$ cat src/rtl/spi_deser_pkg.sv
// Shared types and constants for the SPI burst deserializer.
//   state_e       : FSM state encoding (IDLE, SKIP, SHIFT, DRAIN)
//   DEF_*         : default parameter values
//   byte_reverse  : reverses the byte order of a WORD_W-bit word
package spi_deser_pkg;

  typedef enum logic [1:0] {
    ST_IDLE  = 2'd0,
    ST_SKIP  = 2'd1,
    ST_SHIFT = 2'd2,
    ST_DRAIN = 2'd3
  } state_e;

  localparam int unsigned DEF_WORD_W     = 16;
  localparam int unsigned DEF_NUM_WORDS  = 6;
  localparam int unsigned DEF_SKIP_BITS  = 8;
  localparam int unsigned DEF_SWAP_BYTES = 1;
  localparam int unsigned MAX_WORD_W     = 32;

  // Reverse byte order of the low n_bytes bytes of word (zero-extended).
  // All four bytes are reversed, which parks the word in the top bytes;
  // the right shift then brings it back down to bit 0.
  function automatic logic [MAX_WORD_W-1:0] byte_reverse(
    input logic [MAX_WORD_W-1:0] word,
    input int unsigned           n_bytes
  );
    logic [MAX_WORD_W-1:0] full;
    full = {word[7:0], word[15:8], word[23:16], word[31:24]};
    return full >> (MAX_WORD_W - 8 * n_bytes);
  endfunction

endpackage

$ cat src/rtl/spi_burst_deserializer.sv
// Deserializes a burst of sensor words from an SPI slave stream, clocked
// directly by the SPI clock. Leading command bits are discarded, then
// NUM_WORDS words of WORD_W bits are captured, optionally byte-swapped.
// Ports:
//   rp2350_sck   in   SPI clock (rising edge is the only active edge)
//   rst_n        in   asynchronous active-low reset
//   rp2350_cs    in   chip select, active low
//   rp2350_miso  in   serial data, MSB first within each byte
//   data_out     out  last completed word, held until the next one
//   word_idx     out  burst index of the word in data_out
//   data_valid   out  one-cycle pulse when a word completes
//   frame_done   out  one-cycle pulse with data_valid for the last word
//   short_frame  out  one-cycle pulse when CS rises before the burst ends
module spi_burst_deserializer
  import spi_deser_pkg::*;
#(
  parameter  int unsigned WORD_W     = DEF_WORD_W,
  parameter  int unsigned NUM_WORDS  = DEF_NUM_WORDS,
  parameter  int unsigned SKIP_BITS  = DEF_SKIP_BITS,
  parameter  int unsigned SWAP_BYTES = DEF_SWAP_BYTES,
  localparam int unsigned IDX_W      = (NUM_WORDS > 1) ? $clog2(NUM_WORDS) : 1
) (
  input  logic              rp2350_sck,
  input  logic              rst_n,
  input  logic              rp2350_cs,
  input  logic              rp2350_miso,
  output logic [WORD_W-1:0] data_out,
  output logic [IDX_W-1:0]  word_idx,
  output logic              data_valid,
  output logic              frame_done,
  output logic              short_frame
);

  localparam int unsigned BIT_MAX = (WORD_W > SKIP_BITS) ? WORD_W : SKIP_BITS;
  localparam int unsigned CNT_W   = $clog2(BIT_MAX + 1);

  // Parameter legality, checked at elaboration.
  if ((WORD_W % 8) != 0 || WORD_W < 8 || WORD_W > MAX_WORD_W) begin : g_bad_word_w
    $error("WORD_W must be a multiple of 8 in 8..32");
  end
  if (NUM_WORDS < 1 || NUM_WORDS > 16) begin : g_bad_num_words
    $error("NUM_WORDS must be in 1..16");
  end
  if (SKIP_BITS > 16) begin : g_bad_skip_bits
    $error("SKIP_BITS must be in 0..16");
  end
  if (SWAP_BYTES > 1) begin : g_bad_swap_bytes
    $error("SWAP_BYTES must be 0 or 1");
  end

  state_e             state_q,    state_d;
  logic [CNT_W-1:0]   bit_cnt_q,  bit_cnt_d;
  logic [IDX_W-1:0]   word_cnt_q, word_cnt_d;
  // Holds WORD_W-1 bits: the final bit of a word goes straight to data_out.
  logic [WORD_W-2:0]  shift_q,    shift_d;
  logic [WORD_W-1:0]  data_q,     data_d;
  logic [IDX_W-1:0]   idx_q,      idx_d;
  logic               valid_q,    valid_d;
  logic               done_q,     done_d;
  logic               short_q,    short_d;

  logic [WORD_W-1:0]  shift_nxt;
  logic [WORD_W-1:0]  word_ordered;

  // Incoming word including the bit sampled on this edge, byte-ordered.
  always_comb begin
    shift_nxt = {shift_q, rp2350_miso};
    if (SWAP_BYTES != 0) begin
      word_ordered = WORD_W'(byte_reverse(MAX_WORD_W'(shift_nxt), WORD_W / 8));
    end else begin
      word_ordered = shift_nxt;
    end
  end

  // State and output registers.
  always_ff @(posedge rp2350_sck or negedge rst_n) begin
    if (!rst_n) begin
      state_q    <= ST_IDLE;
      bit_cnt_q  <= '0;
      word_cnt_q <= '0;
      shift_q    <= '0;
      data_q     <= '0;
      idx_q      <= '0;
      valid_q    <= 1'b0;
      done_q     <= 1'b0;
      short_q    <= 1'b0;
    end else begin
      state_q    <= state_d;
      bit_cnt_q  <= bit_cnt_d;
      word_cnt_q <= word_cnt_d;
      shift_q    <= shift_d;
      data_q     <= data_d;
      idx_q      <= idx_d;
      valid_q    <= valid_d;
      done_q     <= done_d;
      short_q    <= short_d;
    end
  end

  // Next-state and registered-output logic.
  always_comb begin
    state_d    = state_q;
    bit_cnt_d  = bit_cnt_q;
    word_cnt_d = word_cnt_q;
    shift_d    = shift_q;
    data_d     = data_q;
    idx_d      = idx_q;
    valid_d    = 1'b0;
    done_d     = 1'b0;
    short_d    = 1'b0;

    if (rp2350_cs) begin
      // CS high aborts from any state; only SKIP/SHIFT count as short frames.
      state_d    = ST_IDLE;
      bit_cnt_d  = '0;
      word_cnt_d = '0;
      short_d    = (state_q == ST_SKIP) || (state_q == ST_SHIFT);
    end else begin
      unique case (state_q)
        ST_IDLE: begin
          // The bit sampled with the first CS-low edge is frame bit 1.
          if (SKIP_BITS == 0) begin
            shift_d   = shift_nxt[WORD_W-2:0];
            bit_cnt_d = CNT_W'(1);
            state_d   = ST_SHIFT;
          end else if (SKIP_BITS == 1) begin
            bit_cnt_d = '0;
            state_d   = ST_SHIFT;
          end else begin
            bit_cnt_d = CNT_W'(1);
            state_d   = ST_SKIP;
          end
        end

        ST_SKIP: begin
          if (bit_cnt_q == CNT_W'(SKIP_BITS - 1)) begin
            bit_cnt_d = '0;
            state_d   = ST_SHIFT;
          end else begin
            bit_cnt_d = bit_cnt_q + 1'b1;
          end
        end

        ST_SHIFT: begin
          shift_d = shift_nxt[WORD_W-2:0];
          if (bit_cnt_q == CNT_W'(WORD_W - 1)) begin
            bit_cnt_d = '0;
            data_d    = word_ordered;
            idx_d     = word_cnt_q;
            valid_d   = 1'b1;
            if (word_cnt_q == IDX_W'(NUM_WORDS - 1)) begin
              done_d     = 1'b1;
              word_cnt_d = '0;
              state_d    = ST_DRAIN;
            end else begin
              word_cnt_d = word_cnt_q + 1'b1;
            end
          end else begin
            bit_cnt_d = bit_cnt_q + 1'b1;
          end
        end

        ST_DRAIN: begin
          // Trailing bits after the burst are ignored until CS rises.
        end

        default: begin
          state_d = ST_IDLE;
        end
      endcase
    end
  end

  assign data_out    = data_q;
  assign word_idx    = idx_q;
  assign data_valid  = valid_q;
  assign frame_done  = done_q;
  assign short_frame = short_q;

endmodule

$ cat config.mk
export PLATFORM = sky130hd
export DESIGN_NAME = spi_burst_deserializer
export DESIGN_NICKNAME = d
export VERILOG_FILES = /design/src/rtl/spi_deser_pkg.sv /design/src/rtl/spi_burst_deserializer.sv
export SDC_FILE = /design/constraint.sdc
export NUM_CORES = 1
export LEC_CHECK = 0
export CAP_MARGIN = 20
export CORE_MARGIN = 8
export CORE_UTILIZATION = 45
export DETAILED_ROUTE_END_ITERATION = 6
export GPL_ROUTABILITY_DRIVEN = 0
export PLACE_DENSITY = 0.77
export REMOVE_ABC_BUFFERS = 1
export SLEW_MARGIN = 20
export SYNTH_ARGS = -nofsm -noshare
export SYNTH_HDL_FRONTEND = slang
export SYNTH_SLANG_ARGS = --single-unit
export TNS_END_PERCENT = 1
$ cat constraint.sdc
create_clock -name rp2350_sck -period 2.1 [get_ports rp2350_sck]
set_clock_uncertainty 0.05 [all_clocks]
set_input_delay 0.42 -clock rp2350_sck [delete_from_list [all_inputs] [get_ports rp2350_sck]]
set_output_delay 0.42 -clock rp2350_sck [all_outputs]
set_load 0.02 [all_outputs]
* After elaboration in Yosys (flattened, before gate mapping)
Cells that the tools add are included.
** Storage, ports and cells
- Register bits :: 47
- Input bits :: 4
- Output and inout port bits :: 22
- Logic and storage cells :: 50
** Cells by class
- Add/subtract/negate cells :: 2
- Equality and inequality tests :: 8
- Multiplexer cells :: 21
- Bitwise gates (word level) :: 1
- Reduce and logical (&&, ||, !) cells :: 9
** Operators by type and width (count)
- 5-bit 2-to-1 mux :: 3
- 5-bit case mux with 3 select lines :: 1
- 3-bit 2-to-1 mux :: 4
- 3-bit by 2-bit != test with 1-bit output (second input constant) :: 3
- 1-bit 2-to-1 mux :: 8
- 2-bit 2-to-1 mux :: 4
- 2-bit case mux with 3 select lines :: 1
- 5-bit by 1-bit adder with 5-bit output (second input constant) :: 1
- 5-bit by 3-bit equality test with 1-bit output (second input constant) :: 1
- 5-bit by 4-bit equality test with 1-bit output (second input constant) :: 1
- 2-bit AND reduction :: 2
- 4-bit AND reduction :: 1
- 2-bit nonzero test :: 2
- 4-bit nonzero test :: 1
- 3-bit by 1-bit adder with 3-bit output (second input constant) :: 1
- 3-bit equality test (second input constant) :: 1
- 3-bit AND reduction :: 1
- 2-bit by 1-bit equality test with 1-bit output (second input constant) :: 1
- 2-bit equality test (second input constant) :: 1
- 2-bit logical NOT :: 1
- 1-bit logical OR :: 1
- 1-bit NOT :: 1

* Longest topological paths before layout
Gate-level depths: netlist of the first run.
- Depth after elaboration :: 5
- Depth in mapped cells :: 7
- Gate-level depth less buffers :: 6

* Least setup slack after synthesis of the first run
No wires, ideal clock.
- Kind :: flip-flop to flip-flop
- Start point :: register state_q[0]
- End point :: register data_q[0], in the netlist data_out[0]
- Setup time :: 0.125 ns
- Data arrival time :: 1.642 ns
- Data required time :: 1.925 ns
- Setup slack :: 0.283 ns
- Cell stages (with the launch flop) :: 8
- Path buffers :: 2
- Period minus slack after synthesis :: 1.817 ns
- Path through :: dfrtp_1 inv_1 ha_1 nor2b_1 buf_4 and2_4 buf_6 mux2_2
** Between the ends
- Cells in the longest elaborated chain, start to end :: 2
** Ends and longest elaborated chain
- start: declaration :: RTL line spi_burst_deserializer.sv:51 : state_e state_q, state_d;
- start signal: assignment :: RTL line spi_burst_deserializer.sv:88 : state_q <= state_d;
- 2-bit equality test :: RTL line spi_burst_deserializer.sv:119 : unique case (state_q)
- 3-bit AND reduction (no source line)
- end signal: assignment :: RTL line spi_burst_deserializer.sv:92 : data_q <= data_d;
- end: declaration :: RTL line spi_burst_deserializer.sv:56 : logic [WORD_W-1:0] data_q, data_d;
No other way between the ends.
A chain may end at the register's enable or synchronous reset.

* Worst setup path after layout of the first run
- Start point :: register bit_cnt_q[0]
- End point :: register data_q[13], in the netlist data_out[13]
** Between the ends
- Cells in the longest elaborated chain, start to end :: 2
** Ends and longest elaborated chain
- start: declaration :: RTL line spi_burst_deserializer.sv:52 : logic [CNT_W-1:0] bit_cnt_q, bit_cnt_d;
- start signal: assignment :: RTL line spi_burst_deserializer.sv:89 : bit_cnt_q <= bit_cnt_d;
- 5-bit by 4-bit equality test with 1-bit output :: RTL line spi_burst_deserializer.sv:146 : if (bit_cnt_q == CNT_W'(WORD_W - 1)) begin
- 3-bit AND reduction (no source line)
No other way between the ends.

==> results of run 1 <==
[layer usage]
metal	GRT usage	wire length, um
met5	0	0
met3	0.0400	158
met4	0.0288	21
met1	0.136	1630
met2	0.177	1820
[sequential cells by signal, indices dropped and copies added, names as in the netlist]
signal,flops
shift_q,15
frame_done,1
data_out,16
short_frame,1
state_q,2
bit_cnt_q,5
word_cnt_q,3
word_idx,3
data_valid,1
[how the worst min path moves through the flow]
| stage | from | slack (ns) | to | cells past startpoint |
|---|---|---|---|---|
| final | rst_n | 0.10 | state_q[0] | 1 |
| after global routing | rst_n | 0.13 | state_q[1] | 1 |
| after CTS | rst_n | 0.11 | state_q[0] | 1 |
| after detailed placement | rst_n | 0.42 | state_q[1] | 1 |
| after global placement | rst_n | 0.41 | state_q[1] | 1 |
| after floorplan | rst_n | 0.07 | bit_cnt_q[0] | 0 |
[cells in the final DEF (no fill, tap or decap), types with 3 or more instances in the layout]
cell type	instances
nand2_1	9
o21ai_0	5
clkbuf_8	5
clkdlybuf4s50_1	24
dfrtp_1	47
ha_1	5
inv_1	4
o31ai_1	3
buf_4	7
mux2_2	34
a21oi_1	3
[through the flow]
| stage | hold WS (ns) | utilization | total power, mW |
|---|---|---|---|
| finish | 0.103 | 0.557 | 2.08 |
| detailed placement | 0.421 | 0.538 | 1.60 |
| CTS | 0.114 | 0.557 | 2.10 |
| floorplan | 0.0744 | - | 1.42 |
| global placement | 0.409 | 0.538 | 1.55 |
| global route | 0.129 | 0.557 | 2.22 |
[power by group]
group / internal [mW] / total [mW] / switching, mW / leakage [nW]
combinational: 0.239 / 0.510 / 0.271 / 0.433
clock: 0.234 / 0.497 / 0.264 / 0.0422
sequential: 0.998 / 1.07 / 0.0738 / 0.647
total: 1.47 / 2.08 / 0.609 / 1.12
[worst register-to-register path: stages (launching register included)]
cell,delay (ns)
dfrtp_1,0.40
ha_1,0.26
and4b_4,0.31
and2_4,0.33
mux2_2,0.39
[cells by family (layout without fill, tap and decap cells)]
| family | Yosys count | in the layout | share of synthesized area |
|---|---|---|---|
| DFF | 47 | 47 | 0.586 |
| muxes | 34 | 34 | 0.191 |
| and+or+nand+nor | 28 | 28 | 0.0860 |
| AOI/OAI and AO/OA | 19 | 19 | 0.0679 |
| buffers and inverters | 10 | 44 | 0.0299 |
| adders and majority gates | 5 | 5 | 0.0312 |
| xor gates and xnor gates | 2 | 2 | 0.00872 |
[synth_stat cells (all sizes together)]
master / count / share of area
o31ai: 3 / 0.011
nor2b: 2 / 0.0062
buf: 6 / 0.022
or4b: 1 / 0.0050
inv: 4 / 0.0075
a21boi: 1 / 0.0056
a211o: 1 / 0.0044
nor3: 2 / 0.0050
and2: 2 / 0.0075
xor2: 1 / 0.0044
and3b: 1 / 0.0044
a2bb2oi: 1 / 0.0044
nor2: 2 / 0.0037
o32ai: 1 / 0.0044
nand2: 9 / 0.017
and3: 1 / 0.0031
a21oi: 4 / 0.012
o21ai: 5 / 0.012
and4b: 1 / 0.0069
mux2: 34 / 0.19
o2bb2ai: 1 / 0.0044
xnor2: 1 / 0.0044
or3: 2 / 0.0062
a32o: 1 / 0.0050
nor4: 1 / 0.0031
dfrtp: 47 / 0.59
o31a: 1 / 0.0044
nand3: 3 / 0.014
ha: 5 / 0.031
or3b: 1 / 0.0044
[final cells by class]
| cell class | instances | area [um2] |
|---|---|---|
| Inverter | 4 | 15.0 |
| Fill cell | 361 | 1920 |
| Timing Repair Buffer | 32 | 298 |
| Sequential cell | 47 | 1180 |
| Clock inverter | 1 | 5.00 |
| Tap cell | 52 | 65.1 |
| Multi-Input combinational cell | 88 | 772 |
| Clock buffer | 7 | 76.3 |
==> impl_metrics.json, run 1 <==
{
  "status": "finished clean",
  "first_global_vias": 1292,
  "hold_viol": 0,
  "relSlewSlack": 0.570,
  "rsz0062_at_grt": "false",
  "finalMaxSlewViolations": 0,
  "rrSetupSlack_ns": 0.26,
  "p_leak_nw": 1.12,
  "cp-endpoint": "data_out[13]",
  "tns_ns": 0,
  "yosysWarnings": 0,
  "placedCellCount": 223,
  "placement.cell_area_mm2": 0.00233,
  "die-height_um": 82.8,
  "fmax_mhz": 542,
  "clock_latency_ns": 0.28,
  "port_buffers": 25,
  "drt-pass1-iter-count": 4,
  "yosysSeqAreaShare": 0.586,
  "num-nets-final": 187,
  "pre_cts_ws_ns": 0.0803,
  "final_cells": 231,
  "cts_setup_buffers": 0,
  "setup_viol": 0,
  "ant_nets": 0,
  "cts_inserted_buffers": 5,
  "max_cap_viol_count": 0,
  "reg2reg_to": "data_out[13]",
  "hold_buffers": 0,
  "post-route-period-util": 0.878,
  "cp_max_fo": 20,
  "die-width_um": 82.8,
  "wl_per_cell_um": 15.7,
  "wl_um": 3630,
  "critical_path_class": "flop to flop",
  "ys_types": 35,
  "synth_area_per_cell_um2": 13.8,
  "rows": 24,
  "core-area_mm2": 0.00432,
  "startpoint": "bit_cnt_q[0]",
  "arrival_ns": 1.96,
  "ys_seq_elements": 47,
  "worst_setup_hold_path_clk_slew_ns": 0.08,
  "place.detailed.hpwl_um": 2690,
  "fin_area_mm2": 0.00241,
  "tightest_slew_ns": 0.644,
  "via_per_inst": 5.21,
  "grt_usage": 0.110,
  "cts.sinks": 47,
  "areaGrowthSynthToFinish_pct": 19.9,
  "worst-path-stages": 4,
  "clockBufferDepth": 2,
  "route.vias.total": 1203,
  "root_buffer": "clkbuf_8",
  "antenna_found_initial": 0,
  "hold_class": "primary input to asynchronous set/reset pin",
  "synth_area_mm2": 0.00201,
  "rr_worst_depth": 4,
  "grt_start_max_net_pins": 30,
  "timing.rr.start": "bit_cnt_q[0]",
  "drc": 0,
  "worstPathCellList": "ha_1 > and4b_4 > and2_4 > mux2_2",
  "critPathTopFamily": "simple AND/OR/NAND/NOR gates",
  "irDropWorstVdd_uv": 558,
  "required_ns": 2.22,
  "grt_overflow_total": 0,
  "grt_pass1_wl_um": 6470,
  "start_util": 0.464,
  "crit_path_start_kind": "flop",
  "max_stage_delay_ns": 0.40,
  "cts_tree": "yes",
  "netlist_instances": 145,
  "drt_iter0_drc": 73,
  "htreeDepth": 2,
  "diodes": 0,
  "critPathCaptureType": "flop",
  "cp_slowest_cell": "dfrtp_1",
  "dieArea_mm2": 0.00686,
  "cp_num_buf_inv": 0,
  "fin_ws_ns": 0.256,
  "p_per_area_mw_per_mm2": 864,
  "drive_gt1_frac": 0.296,
  "cts_resized": 0,
  "pin_count": 26,
  "period_minus_slack_ns": 1.84
}
(Power assumes the default switching activity.)
==> run 2, diff against run 1 <==
GPL_ROUTABILITY_DRIVEN = unset   (was 0)
==> results of run 2 <==
No change in the layout: final DEF, timing and power equal those of run 1.
==> run 3, diff against run 2 <==
CORE_MARGIN = unset   (was 8)
==> impl_metrics.json, run 3 (synthesized netlist as in run 1, its figures left out) <==
{
  "required_ns": 2.23,
  "setup_viol": 0,
  "critPathCaptureType": "flop",
  "num-nets-final": 188,
  "irDropWorstVdd_uv": 628,
  "drive_gt1_frac": 0.306,
  "largest_reg_flops": 16,
  "start_util": 0.485,
  "fin_area_mm2": 0.00244,
  "nFillCells": 334,
  "arrival_ns": 2.05,
  "cts.sinks": 47,
  "cts_setup_buffers": 0,
  "grt_usage": 0.180,
  "period_minus_slack_ns": 1.91,
  "max_cap_viol_count": 0,
  "root_buffer": "clkbuf_8",
  "tns_ns": 0,
  "antenna_found_initial": 0,
  "hold_viol": 0,
  "fin_ws_ns": 0.187,
  "p_per_area_mw_per_mm2": 898,
  "finalMaxSlewViolations": 0,
  "die-height_um": 68.8,
  "first_global_vias": 1310,
  "placedCellCount": 221,
  "drt_iter0_drc": 51,
  "p_leak_nw": 1.14,
  "mostFrequentLayoutCells": "dfrtp_1 (47), mux2_2 (34), clkdlybuf4s50_1 (24)",
  "place.detailed.hpwl_um": 2640,
  "clock_latency_ns": 0.29,
  "grt_pass1_wl_um": 6110,
  "wl_um": 3640,
  "pin_count": 26,
  "routabilityCongestion": 0.854,
  "dieArea_mm2": 0.00473,
  "ant_nets": 0,
  "areaGrowthSynthToFinish_pct": 21.4,
  "fmax_mhz": 523,
  "drt-pass1-iter-count": 4,
  "diodes": 0,
  "cts_inserted_buffers": 5,
  "layout_commonest_cell": "dfrtp_1",
  "rsz0062_at_grt": "false",
  "fin_total_pwr_mw": 2.19,
  "worst_setup_hold_path_clk_slew_ns": 0.08,
  "die-width_um": 68.8,
  "wl_per_cell_um": 15.8,
  "post-route-period-util": 0.911,
  "htreeDepth": 2,
  "relSlewSlack": 0.646,
  "status": "finished clean",
  "final_cells": 230,
  "tightest_slew_ns": 0.526,
  "via_per_inst": 5.54,
  "cp_max_fo": 9,
  "hold_class": "flop to flop",
  "crit_path_start_kind": "flop",
  "route.vias.total": 1275,
  "critical_path_class": "flop to flop",
  "placement.cell_area_mm2": 0.00232,
  "port_buffers": 25,
  "cts_tree": "yes",
  "rows": 23,
  "core-area_mm2": 0.00414,
  "drc": 0,
  "grt_overflow_total": 0,
  "pre_cts_ws_ns": 0.0477,
  "clockBufferDepth": 2,
  "grt_start_max_net_pins": 21
}
-- run 3: cell types whose count changed in the layout (fill, tap and decap cells not counted), sizes merged --
| cell | before | now |
|---|---|---|
| dlygate4sd3 | 0 | 1 |
| clkinvlp | 0 | 1 |
| clkinv | 1 | 0 |
-- run 3: final timing paths --
path,startpoint,to,slack (ns),cells after the start
max in group asynchronous,rst_n,word_cnt_q[2],0.92,3
max,state_q[0],state_q[1],0.19,7
min reg2reg,data_out[14],data_out[14],0.46,1
min in group asynchronous,rst_n,state_q[0],0.53,2
min,data_out[14],data_out[14],0.46,1
max reg2reg,state_q[0],state_q[1],0.19,7
-- run 3: through the flow --
step                       util  hold WS, ns
after floorplan               -       0.0744
after global placement    0.561        0.309
after detailed placement  0.561        0.319
after CTS                 0.588        0.462
after global routing      0.588        0.485
final                     0.588        0.461
-- run 3: area by class of cell --
type	instances	area [um2]	share of cell area
Clock inverter	1	7.51	0.00308
Timing Repair Buffer	33	308	0.126
Multi-Input combinational cell	88	772	0.317
Clock buffer	7	96.3	0.0395
Tap cell	50	62.6	0.0257
Sequential cell	47	1180	0.483
Inverter	4	15.0	0.00616
-- run 3: worst max-delay path: stages (launching register included) --
cell	delay (ns)
dfrtp_1	0.38
inv_1	0.13
ha_1	0.19
nor2b_1	0.25
buf_4	0.22
a21boi_2	0.23
nor2_1	0.10
a32o_1	0.27
-- run 3: per-layer routing --
layer  routed length [um]  GRT usage
met4                   27     0.0638
met5                    0          0
met2                 1950      0.306
met3                  160     0.0411
met1                 1500      0.223
-- run 3: report_power, final --
| part | switching, mW | internal [mW] | total, mW |
|---|---|---|---|
| combinational | 0.290 | 0.245 | 0.535 |
| clock | 0.289 | 0.299 | 0.589 |
| sequential | 0.0669 | 0.998 | 1.06 |
| total | 0.646 | 1.54 | 2.19 |
-- run 3: repair_timing --
item                                    in CTS  in global routing
resized for setup                            0                  0
endpoints found under the hold margin        2                  0
hold buffers                                 1                  0
endpoints found under the setup margin       0                  0
